--- src/rtl/tmds_pkg.sv ---
// Shared TMDS definitions: the four control tokens, the aligner state type and the offset-advance helper.
package tmds_pkg;

    localparam logic [9:0] CTRL_TOKEN_00 = 10'b1101010100;
    localparam logic [9:0] CTRL_TOKEN_01 = 10'b0010101011;
    localparam logic [9:0] CTRL_TOKEN_10 = 10'b0101010100;
    localparam logic [9:0] CTRL_TOKEN_11 = 10'b1010101011;

    localparam logic [3:0] MAX_OFFSET = 4'd9;

    typedef enum logic [0:0] {
        ALIGN_SEARCH = 1'b0,
        ALIGN_LOCKED = 1'b1
    } align_state_t;

    // Slip offset steps 0..9 and wraps back to 0.
    function automatic logic [3:0] next_offset(input logic [3:0] offset);
        logic [3:0] result;
        if (offset >= MAX_OFFSET) begin
            result = 4'd0;
        end else begin
            result = offset + 4'd1;
        end
        return result;
    endfunction

endpackage

--- src/rtl/tmds_control_decoder.sv ---
// Combinational recogniser for the four TMDS control tokens; returns {c1,c0} or zero for any other symbol.
module tmds_control_decoder
    import tmds_pkg::*;
(
    input  logic [9:0] symbol,
    output logic       is_control,
    output logic [1:0] control_value
);

    // Token match and {c1,c0} decode.
    always_comb begin
        is_control    = 1'b0;
        control_value = 2'b00;
        case (symbol)
            CTRL_TOKEN_00: begin
                is_control    = 1'b1;
                control_value = 2'b00;
            end
            CTRL_TOKEN_01: begin
                is_control    = 1'b1;
                control_value = 2'b01;
            end
            CTRL_TOKEN_10: begin
                is_control    = 1'b1;
                control_value = 2'b10;
            end
            CTRL_TOKEN_11: begin
                is_control    = 1'b1;
                control_value = 2'b11;
            end
            default: begin
                is_control    = 1'b0;
                control_value = 2'b00;
            end
        endcase
    end

endmodule

--- src/rtl/tmds_word_aligner.sv ---
// TMDS symbol-boundary aligner: slips a 10-bit window over two raw words until a run of control tokens locks it.
// Optional lock-loss statistics counter enabled by defining TMDS_ALIGN_STATS_EN.
module tmds_word_aligner
    import tmds_pkg::*;
#(
    parameter int SEARCH_WINDOW = 4096,
    parameter int CONTROL_RUN   = 8,
    parameter int LOSS_TIMEOUT  = 8192
) (
    input  logic       clk_pixel,
    input  logic       reset,
    input  logic       raw_valid,
    input  logic [9:0] raw_word,
    output logic       aligned_valid,
    output logic [9:0] aligned_word,
    output logic       is_control,
    output logic [1:0] control_value,
    output logic       locked,
    output logic [3:0] bit_offset
`ifdef TMDS_ALIGN_STATS_EN
    ,
    output logic [15:0] lock_loss_count
`endif
);

    localparam int DWELL_W = $clog2(SEARCH_WINDOW) + 1;
    localparam int RUN_W   = $clog2(CONTROL_RUN) + 1;
    localparam int TMO_W   = $clog2(LOSS_TIMEOUT) + 1;

    localparam logic [DWELL_W-1:0] DWELL_LIMIT = DWELL_W'(SEARCH_WINDOW);
    localparam logic [RUN_W-1:0]   RUN_LIMIT   = RUN_W'(CONTROL_RUN);
    localparam logic [TMO_W-1:0]   TMO_LIMIT   = TMO_W'(LOSS_TIMEOUT);
    localparam logic [DWELL_W-1:0] DWELL_ONE   = DWELL_W'(1);
    localparam logic [RUN_W-1:0]   RUN_ONE     = RUN_W'(1);
    localparam logic [TMO_W-1:0]   TMO_ONE     = TMO_W'(1);

    logic [9:0]         prev_word_r;
    logic [19:0]        concat_s;
    logic [9:0]         window_s;
    logic               win_is_control_s;
    logic [1:0]         win_control_value_s;

    align_state_t       state_r;
    align_state_t       state_nxt_s;
    logic [3:0]         offset_r;
    logic [3:0]         offset_nxt_s;
    logic [DWELL_W-1:0] dwell_r;
    logic [DWELL_W-1:0] dwell_nxt_s;
    logic [DWELL_W-1:0] dwell_inc_s;
    logic [RUN_W-1:0]   run_r;
    logic [RUN_W-1:0]   run_nxt_s;
    logic [RUN_W-1:0]   run_inc_s;
    logic [TMO_W-1:0]   timeout_r;
    logic [TMO_W-1:0]   timeout_nxt_s;
    logic [TMO_W-1:0]   timeout_inc_s;

    logic               aligned_valid_r;
    logic [9:0]         aligned_word_r;
    logic               is_control_r;
    logic [1:0]         control_value_r;

    assign concat_s = {raw_word, prev_word_r};

    // 20->10 barrel select; bit 0 of the window is the earliest received bit at this offset.
    always_comb begin
        window_s = concat_s[9:0];
        case (offset_r)
            4'd0:    window_s = concat_s[9:0];
            4'd1:    window_s = concat_s[10:1];
            4'd2:    window_s = concat_s[11:2];
            4'd3:    window_s = concat_s[12:3];
            4'd4:    window_s = concat_s[13:4];
            4'd5:    window_s = concat_s[14:5];
            4'd6:    window_s = concat_s[15:6];
            4'd7:    window_s = concat_s[16:7];
            4'd8:    window_s = concat_s[17:8];
            4'd9:    window_s = concat_s[18:9];
            default: window_s = concat_s[9:0];
        endcase
    end

    tmds_control_decoder u_ctrl_dec (
        .symbol        (window_s),
        .is_control    (win_is_control_s),
        .control_value (win_control_value_s)
    );

    assign dwell_inc_s   = (dwell_r   >= DWELL_LIMIT) ? dwell_r   : dwell_r   + DWELL_ONE;
    assign run_inc_s     = (run_r     >= RUN_LIMIT)   ? run_r     : run_r     + RUN_ONE;
    assign timeout_inc_s = (timeout_r >= TMO_LIMIT)   ? timeout_r : timeout_r + TMO_ONE;

    // Next-state logic: everything holds unless a valid beat arrives; lock beats offset advance.
    always_comb begin
        state_nxt_s   = state_r;
        offset_nxt_s  = offset_r;
        dwell_nxt_s   = dwell_r;
        run_nxt_s     = run_r;
        timeout_nxt_s = timeout_r;
        if (raw_valid) begin
            case (state_r)
                ALIGN_SEARCH: begin
                    dwell_nxt_s = dwell_inc_s;
                    run_nxt_s   = win_is_control_s ? run_inc_s : {RUN_W{1'b0}};
                    if (run_nxt_s >= RUN_LIMIT) begin
                        state_nxt_s   = ALIGN_LOCKED;
                        timeout_nxt_s = {TMO_W{1'b0}};
                    end else if (dwell_nxt_s >= DWELL_LIMIT) begin
                        state_nxt_s  = ALIGN_SEARCH;
                        offset_nxt_s = next_offset(offset_r);
                        dwell_nxt_s  = {DWELL_W{1'b0}};
                        run_nxt_s    = {RUN_W{1'b0}};
                    end else begin
                        state_nxt_s = ALIGN_SEARCH;
                    end
                end
                ALIGN_LOCKED: begin
                    timeout_nxt_s = win_is_control_s ? {TMO_W{1'b0}} : timeout_inc_s;
                    if (timeout_nxt_s >= TMO_LIMIT) begin
                        state_nxt_s   = ALIGN_SEARCH;
                        dwell_nxt_s   = {DWELL_W{1'b0}};
                        run_nxt_s     = {RUN_W{1'b0}};
                        timeout_nxt_s = {TMO_W{1'b0}};
                    end else begin
                        state_nxt_s = ALIGN_LOCKED;
                    end
                end
                default: begin
                    state_nxt_s   = ALIGN_SEARCH;
                    offset_nxt_s  = 4'd0;
                    dwell_nxt_s   = {DWELL_W{1'b0}};
                    run_nxt_s     = {RUN_W{1'b0}};
                    timeout_nxt_s = {TMO_W{1'b0}};
                end
            endcase
        end else begin
            state_nxt_s = state_r;
        end
    end

    // State, counter, previous-word and output registers.
    always_ff @(posedge clk_pixel) begin
        if (reset) begin
            state_r         <= ALIGN_SEARCH;
            offset_r        <= 4'd0;
            dwell_r         <= {DWELL_W{1'b0}};
            run_r           <= {RUN_W{1'b0}};
            timeout_r       <= {TMO_W{1'b0}};
            prev_word_r     <= 10'd0;
            aligned_valid_r <= 1'b0;
            aligned_word_r  <= 10'd0;
            is_control_r    <= 1'b0;
            control_value_r <= 2'b00;
        end else begin
            state_r   <= state_nxt_s;
            offset_r  <= offset_nxt_s;
            dwell_r   <= dwell_nxt_s;
            run_r     <= run_nxt_s;
            timeout_r <= timeout_nxt_s;
            if (raw_valid) begin
                prev_word_r     <= raw_word;
                aligned_valid_r <= 1'b1;
                aligned_word_r  <= window_s;
                is_control_r    <= win_is_control_s;
                control_value_r <= win_control_value_s;
            end else begin
                aligned_valid_r <= 1'b0;
            end
        end
    end

    assign aligned_valid = aligned_valid_r;
    assign aligned_word  = aligned_word_r;
    assign is_control    = is_control_r;
    assign control_value = control_value_r;
    assign locked        = (state_r == ALIGN_LOCKED);
    assign bit_offset    = offset_r;

`ifdef TMDS_ALIGN_STATS_EN
    logic [15:0] loss_count_r;

    // Saturating count of LOCKED->SEARCH transitions.
    always_ff @(posedge clk_pixel) begin
        if (reset) begin
            loss_count_r <= 16'd0;
        end else if ((state_r == ALIGN_LOCKED) && (state_nxt_s == ALIGN_SEARCH)
                     && (loss_count_r != 16'hFFFF)) begin
            loss_count_r <= loss_count_r + 16'd1;
        end else begin
            loss_count_r <= loss_count_r;
        end
    end

    assign lock_loss_count = loss_count_r;
`endif

endmodule

--- config.mk ---
export PLATFORM = sky130hd
export DESIGN_NAME = tmds_word_aligner
export DESIGN_NICKNAME = d
export VERILOG_FILES = /design/src/rtl/tmds_pkg.sv /design/src/rtl/tmds_control_decoder.sv /design/src/rtl/tmds_word_aligner.sv
export SDC_FILE = /design/constraint.sdc
export NUM_CORES = 1
export LEC_CHECK = 0
export CORE_MARGIN = 5
export CORE_UTILIZATION = 30
export DETAILED_ROUTE_END_ITERATION = 7
export GPL_ROUTABILITY_DRIVEN = 1
export HOLD_SLACK_MARGIN = 0.15
export SETUP_SLACK_MARGIN = 0.05
export SYNTH_ARGS = -nofsm -noshare
export SYNTH_HDL_FRONTEND = slang
export SYNTH_SLANG_ARGS = --single-unit
--- constraint.sdc ---
create_clock -name clk_pixel -period 3.05 [get_ports clk_pixel]
set_input_delay 0.4575 -clock clk_pixel [delete_from_list [all_inputs] [get_ports clk_pixel]]
set_output_delay 0.4575 -clock clk_pixel [all_outputs]
set_load 0.01 [all_outputs]
; Word-level counts from Yosys, hierarchy flattened
; Cells that the tools add are included.
[word_totals]
register_bits = 60
inputBits = 13
output_inout_bits = 19
wordCells = 66
[classes]
add_sub_neg = 4
order_cmp = 7
eq_ne = 15
mux = 24
bitwise_logic = 2
n_reduce_logical = 4
[ops]
columns = operator, n
row1 = 10-bit case mux with 9 select lines, 1
row2 = 14-bit 2-to-1 mux, 4
row3 = 13-bit 2-to-1 mux, 4
row4 = 14-bit >= comparator (second input constant), 2
row5 = 14-bit case mux with 2 select lines, 1
row6 = 13-bit >= comparator (second input constant), 2
row7 = 13-bit case mux with 2 select lines, 1
row8 = 4-bit 2-to-1 mux, 6
row9 = 10-bit equality test (second input constant), 2
row10 = 4-bit by 3-bit equality test with 1-bit output (second input constant), 4
row11 = 14-bit by 1-bit adder with 14-bit output (second input constant), 1
row12 = 13-bit by 1-bit adder with 13-bit output (second input constant), 1
row13 = 4-bit >= comparator (second input constant), 3
row14 = 10-bit by 8-bit equality test with 1-bit output (second input constant), 1
row15 = 10-bit by 9-bit equality test with 1-bit output (second input constant), 1
row16 = 4-bit by 1-bit adder with 4-bit output (second input constant), 2
row17 = 4-bit by 2-bit equality test with 1-bit output (second input constant), 2
row18 = 4-bit equality test (second input constant), 2
row19 = 4-bit case mux with 2 select lines, 1
row20 = 2-bit case mux with 3 select lines, 1
row21 = 4-bit by 1-bit equality test with 1-bit output (second input constant), 1
row22 = 1-bit 2-to-1 mux, 4
row23 = 2-bit AND reduction, 2
row24 = 4-bit AND reduction, 1
row25 = other kinds (5), 6

; Longest topological paths before layout
; Gate-level depths: netlist (run 1).
[logic_depth]
depth_word = 9
ltp_mapped = 13
ltp_nobuf = 10

; By module
; From an unflattened synthesis (run 1), not the netlist that was laid out.
[hier_totals]
cells_unflattened = 476
hier_area_um2 = 3827.4
[by_module_without_submodules]
columns = module, n_inst, cells_per_inst, area_per_inst_um2, seq_area_each_um2
row1 = tmds_word_aligner, 1, 467, 3706.1, 1201.2
row2 = tmds_control_decoder, 1, 9, 121.4, 0.0

; Least setup slack after synthesis (run 1)
; OpenSTA, ideal clock, no wires.
[synth_timing]
path_type = register to register
start = register offset_r[0] (netlist: bit_offset[0])
end = register dwell_r[5]
arrival_ps = 2971
path_slack_ps = -1
path_stages_with_launch = 12
path_buffers = 1
path_cell_list = dfxtp_1 inv_1 ha_1 buf_2 a22oi_1 a21oi_1 a311o_1 and4_4 o2111a_2 o31a_1 or4_1 a211oi_2
[synth_between]
elab_chain_cells = 9
elab_cells_between_ends = 24
cone_classes = order compare: 2 / eq/ne: 14 / mux: 6 / reduce/logical: 2
[synth_lines]
columns = item, line
row1 = start: declaration, tmds_word_aligner.sv:45  ; logic [3:0] offset_r;
row2 = start signal: assignment, tmds_word_aligner.sv:155  ; offset_r <= offset_nxt_s;
row3 = "4-bit equality test, or another cell as far along", tmds_word_aligner.sv:67  ; case (offset_r)
row4 = 10-bit case mux with 9 select lines *, tmds_word_aligner.sv:67
row5 = "10-bit equality test, or another cell as far along", tmds_control_decoder.sv:14  ; case (symbol)
row6 = 4-bit OR reduction (no source line) *, n/a
row7 = 1-bit 2-to-1 mux *, tmds_control_decoder.sv:14
row8 = 14-bit 2-to-1 mux / 4-bit 2-to-1 mux (equally long branches), "tmds_word_aligner.sv:117, tmds_word_aligner.sv:103"
row9 = 14-bit >= comparator / 4-bit >= comparator (equally long branches), "tmds_word_aligner.sv:118, tmds_word_aligner.sv:104"
row10 = 2-bit by 1-bit inequality test with 1-bit output (no source line) / 13-bit 2-to-1 mux (equally long branches), n/a
row11 = 2-bit AND reduction (no source line) / 13-bit case mux with 2 select lines (equally long branches), n/a
row12 = end signal: assignment, tmds_word_aligner.sv:145  ; dwell_r <= {DWELL_W{1'b0}};
row13 = end signal: assignment, tmds_word_aligner.sv:156  ; dwell_r <= dwell_nxt_s;
row14 = end: declaration, tmds_word_aligner.sv:47  ; logic [DWELL_W-1:0] dwell_r;
; Every way passes the cells marked *; elsewhere a longest branch is shown, timed or not.
; A chain may end at the register's enable or synchronous reset.

; Worst setup path in the final report (run 1)
[layout_timing]
start = register offset_r[1] (netlist: bit_offset[1])
end = register timeout_r[11]
[layout_between]
elab_chain_cells = 9
elab_cells_between_ends = 24
cone_classes = order compare: 2 / eq/ne: 14 / mux: 6 / reduce/logical: 2
[layout_lines]
columns = item, line
row1 = "4-bit equality test, or another cell as far along", tmds_word_aligner.sv:67
row2 = 10-bit case mux with 9 select lines *, tmds_word_aligner.sv:67
row3 = "10-bit equality test, or another cell as far along", tmds_control_decoder.sv:14
row4 = 4-bit OR reduction (no source line) *, n/a
row5 = 1-bit 2-to-1 mux *, tmds_control_decoder.sv:14
row6 = 14-bit 2-to-1 mux / 4-bit 2-to-1 mux (equally long branches), "tmds_word_aligner.sv:117, tmds_word_aligner.sv:103"
row7 = 14-bit >= comparator / 4-bit >= comparator (equally long branches), "tmds_word_aligner.sv:118, tmds_word_aligner.sv:104"
row8 = 14-bit 2-to-1 mux / 2-bit inequality test (equally long branches), n/a
row9 = 14-bit case mux with 2 select lines / 2-bit AND reduction (equally long branches), n/a
row10 = end signal: assignment, tmds_word_aligner.sv:147  ; timeout_r <= {TMO_W{1'b0}};
row11 = end signal: assignment, tmds_word_aligner.sv:158  ; timeout_r <= timeout_nxt_s;
row12 = end: declaration, tmds_word_aligner.sv:53  ; logic [TMO_W-1:0] timeout_r;
; Marked as above.

==> qor.txt, run 1 <==
Status = complete, no violations
PortBufs = 31
Post-synth top flop = dfxtp_1
Synth async-reset ratio = 0%
Final min period = 3.05 ns
Netlist cell types = 60
Fin area = 0.00570 mm^2
DRT iter0 DRCs = 337
IO Count = 32
Relative slew slack = 43.9%
Mapped Area = 0.00397 mm^2
Largest net degree at the start of global routing = 41
Worst VDD drop = 0.000338 V
Routability Congestion = 0.887
CORE AREA = 0.0131 mm^2
Worst hold slack = 0.480 ns
Vias per inst = 5.62
Most frequent standard cell in the layout excluding fill and tap cells = buf_4
Critical path data arrival time = 3.31 ns
H-tree Lvls = 3
Post-route insts no fill = 793
Max clock buf depth = 2
# fillers = 1236
CTS tree = yes
Worst Path Required = 3.31 ns
Via count = 4460
Placement Cell Area = 0.00495 mm^2
Initial Utilization = 30.3%
CTS Sinks = 60
Hold WC Path Type = reg2reg
Global route overflow = 0
Initial antenna violation count = 0
Footprint of the multi-input gates = 0.00271 mm^2
CP Max Fanout = 5
Sequential share of the synthesized area = 30.3%
Slew @ Worst Pin = 0.834 ns
Ant diodes = 0
Post-Synthesis Cells = 518
Most frequent cells in the layout = buf_4 (83), dfxtp_1 (57), nor2_1 (44)
PwrDens = 385 mW/mm^2
Static leakage = 2.00 nW
Die width = 125 um
Final Cycle Share = 99.9%
Top achievable clock speed = 0.328 GHz
Fin nets = 635
First-pass GRT wire length = 21.5 mm
Setup violations, final = 0
FF+latch area = 0.00121 mm^2
Final WL = 13.1 mm
Die ar. = 0.0156 mm^2
Root buf cell = clkbuf_16
Synth Net Count = 541
Avg Cell Area, Syn = 7.66 um^2
Cell Rows = 42
Hpwl dp = 9.14 mm
Synthesis-to-layout area growth = 43.7%
Tot GR Track Use = 16.5%
DRT Pass-1 Iters = 4
Share of cells above drive strength 1 = 26.1%
Setup crit end kind = flip-flop
Clock Skew = 0.00911 ns
Yosys warns = 0
Critical path type = reg2reg
Finished Core Util = 43.6%
Clk_lat worst skew = 0.34 ns
Num CTS Buffers = 9
RSZ-0062 raised after global routing = yes
Cells after DPL = 763
FF+latch count, synth = 60
Pre-CTS setup slack = -0.306 ns
Final worst slack = 0.00314 ns
Fin. Hold Viols = 0
Post-synth EDFFs = 0
Type of origin of the critical path = flip-flop
Worst-path clk slew = 0.05 ns
Vias in the first global route = 4273
Routed WL per cell = 16.5 um
DRC viols = 0
Height of the die = 125 um
Number of max-cap violations = 0
Final ANT Viol Nets = 0
Max Transition Viols Final = 0
per-layer routing:
metal  vias up  part of all wire (%)  GRT usage [%]
met1      2169                    46           22.0
met5         -                     0              0
met2       139                    47           26.5
met4         0                   1.6           5.99
met3        16                   5.8           3.50
li1       2136                     -              -
layout make-up:
| type | count | share of cell area [%] |
|---|---|---|
| multi-input cells | 386 | 47.5 |
| well taps | 176 | 3.86 |
| clock buffers | 10 | 4.02 |
| repair buffers | 127 | 19.6 |
| inverters | 28 | 1.89 |
| clock inverters | 6 | 1.97 |
| flip-flops and latches | 60 | 21.2 |
repair_timing:
action | in CTS | in global routing
cloned | 0 | 1
endpoints found under the setup margin | 32 | 35
gates resized for setup | 24 | 33
hold buffers | 0 | 0
pin swaps | 11 | 24
buffers inserted | 5 | 9
cells by family (layout without fill, tap and decap cells):
group / Yosys count / count (layout) / synth area share, %
AND/OR/NAND/NOR: 204 / 204 / 26.8
AO/OA/AOI/OAI: 154 / 154 / 27.5
buffers and inverters: 72 / 171 / 7.57
flip-flops: 60 / 60 / 30.3
multiplexers: 18 / 18 / 4.67
adder cells (fa/ha/maj): 10 / 10 / 3.15
power breakdown:
part / switching (mW) / internal, mW / total (mW) / leakage (nW)
clock: 0.379 / 0.799 / 1.18 / 0.167
combinational: 0.100 / 0.0853 / 0.185 / 1.34
sequential: 0.0250 / 0.804 / 0.829 / 0.490
synth_stat cells, types with 8 or more instances:
| cell | n | share of area (%) |
|---|---|---|
| o22ai_1 | 10 | 1.6 |
| o32ai_1 | 10 | 2.2 |
| nor2_1 | 45 | 4.3 |
| a311oi_1 | 10 | 2.2 |
| a22oi_1 | 21 | 4.0 |
| or3_1 | 8 | 1.3 |
| nand2b_1 | 14 | 2.2 |
| nor3_1 | 16 | 2.0 |
| o21ai_0 | 10 | 1.3 |
| buf_2 | 12 | 1.5 |
| ha_1 | 10 | 3.2 |
| mux2i_1 | 17 | 4.3 |
| a31oi_1 | 19 | 3.0 |
| nand2_1 | 42 | 4.0 |
| a21oi_1 | 33 | 4.2 |
| dfxtp_1 | 60 | 30 |
| nand3_1 | 35 | 4.4 |
| clkbuf_1 | 24 | 2.3 |
| nand3b_1 | 10 | 1.9 |
| inv_1 | 28 | 2.6 |
final timing paths:
path	from	to	slack (ns)	depth (start not counted)
hold reg to reg	aligned_word[9]	aligned_word[9]	0.48	2
setup reg to reg	bit_offset[1]	timeout_r[11]	0.003	12
hold / removal	aligned_word[9]	aligned_word[9]	0.48	2
setup / recovery	bit_offset[1]	timeout_r[11]	0.003	12
per-stage QoR:
stage                     power (mW)  TNS [ns]
after floorplan                0.930         0
after global placement          1.02     -3.09
after detailed placement        1.02     -4.14
after CTS                       2.21         0
after global routing            2.27    -0.457
final                           2.19         0
flip-flops by register name, indices dropped and copies added (netlist names):
register / flops
timeout_r: 14
dwell_r: 13
aligned_word: 10
prev_word_r: 10
bit_offset: 4
run_r: 4
control_value: 2
aligned_valid: 1
is_control: 1
locked: 1
worst max-delay path, stage by stage, from the launching register on:
cell and delay, ns:
dfxtp_4 0.36, buf_6 0.12, ha_4 0.17, buf_4 0.16, a221oi_2 0.27, a211oi_1 0.08
a311o_1 0.34, and4_4 0.18, o2111a_2 0.26, buf_4 0.16, nor3_4 0.23, or4b_4 0.48
a31oi_1 0.16
Power figures use the tool's default switching activity.
==> run 2: changes to the inputs <==
DONT_BUFFER_PORTS = 1   (was not set)
PLACE_DENSITY_LB_ADDON = 0.25   (was not set)
SLEW_MARGIN = 20   (was not set)
==> run 2 against run 1 <==
Against the previous run:
- global-route usage down 0.62 points
- routed wire length down 3.1%
- combinational power down 52%
- final cell count down 7.1%
- critical endpoint is now dwell_r[5]
- highest routed layer unchanged
==> qor.txt, run 2 (synthesis results as in run 1) <==
H-tree Lvls = 3
Hold Crit Depth = 1
Clk_lat worst skew = 0.33 ns
First-pass GRT wire length = 21.0 mm
Height of the die = 125 um
Final Cycle Share = 96.9%
Fin. Hold Viols = 0
Worst r2r dst = dwell_r[5]
Footprint of the multi-input gates = 0.00269 mm^2
Status = complete, no violations
Routability Congestion = 0.887
Most frequent standard cell in the layout excluding fill and tap cells = buf_4
Type of origin of the critical path = flip-flop
Clock Skew = 0.00794 ns
Die width = 125 um
PwrDens = 394 mW/mm^2
# fillers = 1304
Worst-path clk slew = 0.06 ns
Routed WL per cell = 17.3 um
Die ar. = 0.0156 mm^2
Relative slew slack = 54.9%
CP top delay family = compound AO/OA/AOI/OAI gates
Setup violations, final = 0
Top achievable clock speed = 0.338 GHz
Max clock buf depth = 2
CTS tree = yes
Final ANT Viol Nets = 0
Initial antenna violation count = 0
CP bufs+invs = 1
Number of max-cap violations = 0
Max Transition Viols Final = 0
PortBufs = 0
Most frequent cells in the layout = buf_4 (65), dfxtp_1 (58), nor2_1 (44)
IO Count = 32
Max FFs per register = 14
Share of cells above drive strength 1 = 23.4%
CP Max Fanout = 7
Num CTS Buffers = 9
Critical path's slowest cell = or4_4
Final min period = 2.95 ns
DRT iter0 DRCs = 392
Cells after DPL = 711
Finished Core Util = 39.2%
CORE AREA = 0.0131 mm^2
Slew @ Worst Pin = 0.676 ns
FF+latch area = 0.00121 mm^2
Worst Path Required = 3.30 ns
DRC viols = 0
DRT Pass-1 Iters = 5
Final WL = 12.7 mm
FF-to-FF Start = bit_offset[0]
Hpwl dp = 8.53 mm
Vias in the first global route = 3983
Hold path start = reset
Worst stage delay on the critical path = 0.51 ns
Fin nets = 579
CP cell instances = inv_4 > ha_4 > a221oi_2 > a211oi_1 > a311o_1 > and4_4 > o2111a_2 > o31a_1 > or4_4 > a211oi_2
Most flop-heavy register = timeout_r
Critical path data arrival time = 3.21 ns
Global route overflow = 0
Biggest regs = timeout_r x14, dwell_r x13
Synthesis-to-layout area growth = 29.4%
Tot GR Track Use = 15.9%
Worst hold endpoint = timeout_r[9]
Initial Utilization = 30.3%
RSZ-0062 raised after global routing = yes
CTS Sinks = 60
Static leakage = 1.72 nW
Critical path type = reg2reg
Reg2reg setup slack = 0.1 ns
Ant diodes = 0
Cell Rows = 42
Via count = 4109
Largest net degree at the start of global routing = 71
Setup crit end kind = flip-flop
Worst VDD drop = 0.000258 V
Vias per inst = 5.58
# hold bufs at CTS = 0
Worst hold slack = 0.192 ns
Root buf cell = clkbuf_16
Hold WC Path Type = in2reg
Post-route insts no fill = 737
Reg2Reg Depth = 10
## run 2: final cells by class
| type | instances | share of cell area (%) |
|---|---|---|
| Sequential cell | 60 | 23.5 |
| Clock buffer | 10 | 4.46 |
| Multi-Input combinational cell | 386 | 52.4 |
| Tap cell | 176 | 4.29 |
| Clock inverter | 6 | 1.73 |
| Inverter | 28 | 2.14 |
| Timing Repair Buffer | 71 | 11.4 |
## run 2: worst max path at each step
| stage | start | end | slack, ns | cells after the start |
|---|---|---|---|---|
| floorplan | bit_offset[1] | dwell_r[5] | 0.07 | 11 |
| global placement | bit_offset[0] | dwell_r[5] | -0.12 | 10 |
| detailed placement | bit_offset[0] | timeout_r[8] | -0.13 | 11 |
| CTS | bit_offset[0] | dwell_r[0] | 0.05 | 13 |
| global route | bit_offset[1] | dwell_r[5] | -0.004 | 11 |
| finish | bit_offset[0] | dwell_r[5] | 0.1 | 10 |
## run 2: what timing repair did
item | in CTS | in global routing
setup endpoints to repair | 30 | 35
pin swaps | 8 | 20
resized for setup | 19 | 26
buffers inserted | 3 | 8
## run 2: metrics by stage
stage	TNS [ns]	cell area, um^2	total power, mW	setup WS [ns]
finish	0	5130	2.02	0.0950
detailed placement	-1.06	4510	0.939	-0.132
CTS	0	4940	2.04	0.0475
global route	-0.00395	5130	2.10	-0.00395
floorplan	0	3970	0.930	0.0683
global placement	-1.12	4510	0.938	-0.120
## run 2: report_power, final
part	switching, mW	internal [mW]
clock network	0.382	0.715
registers	0.0353	0.803
logic	0.0445	0.0440
## run 2: routing by layer
layer  up-vias  GRT usage (%)  share of wire [%]
li1       2024              -                  -
met1      1974           21.8                 47
met2        95           25.3                 47
met3        16           3.03                5.0
met4         0           5.23                1.8
met5         -              0                  0
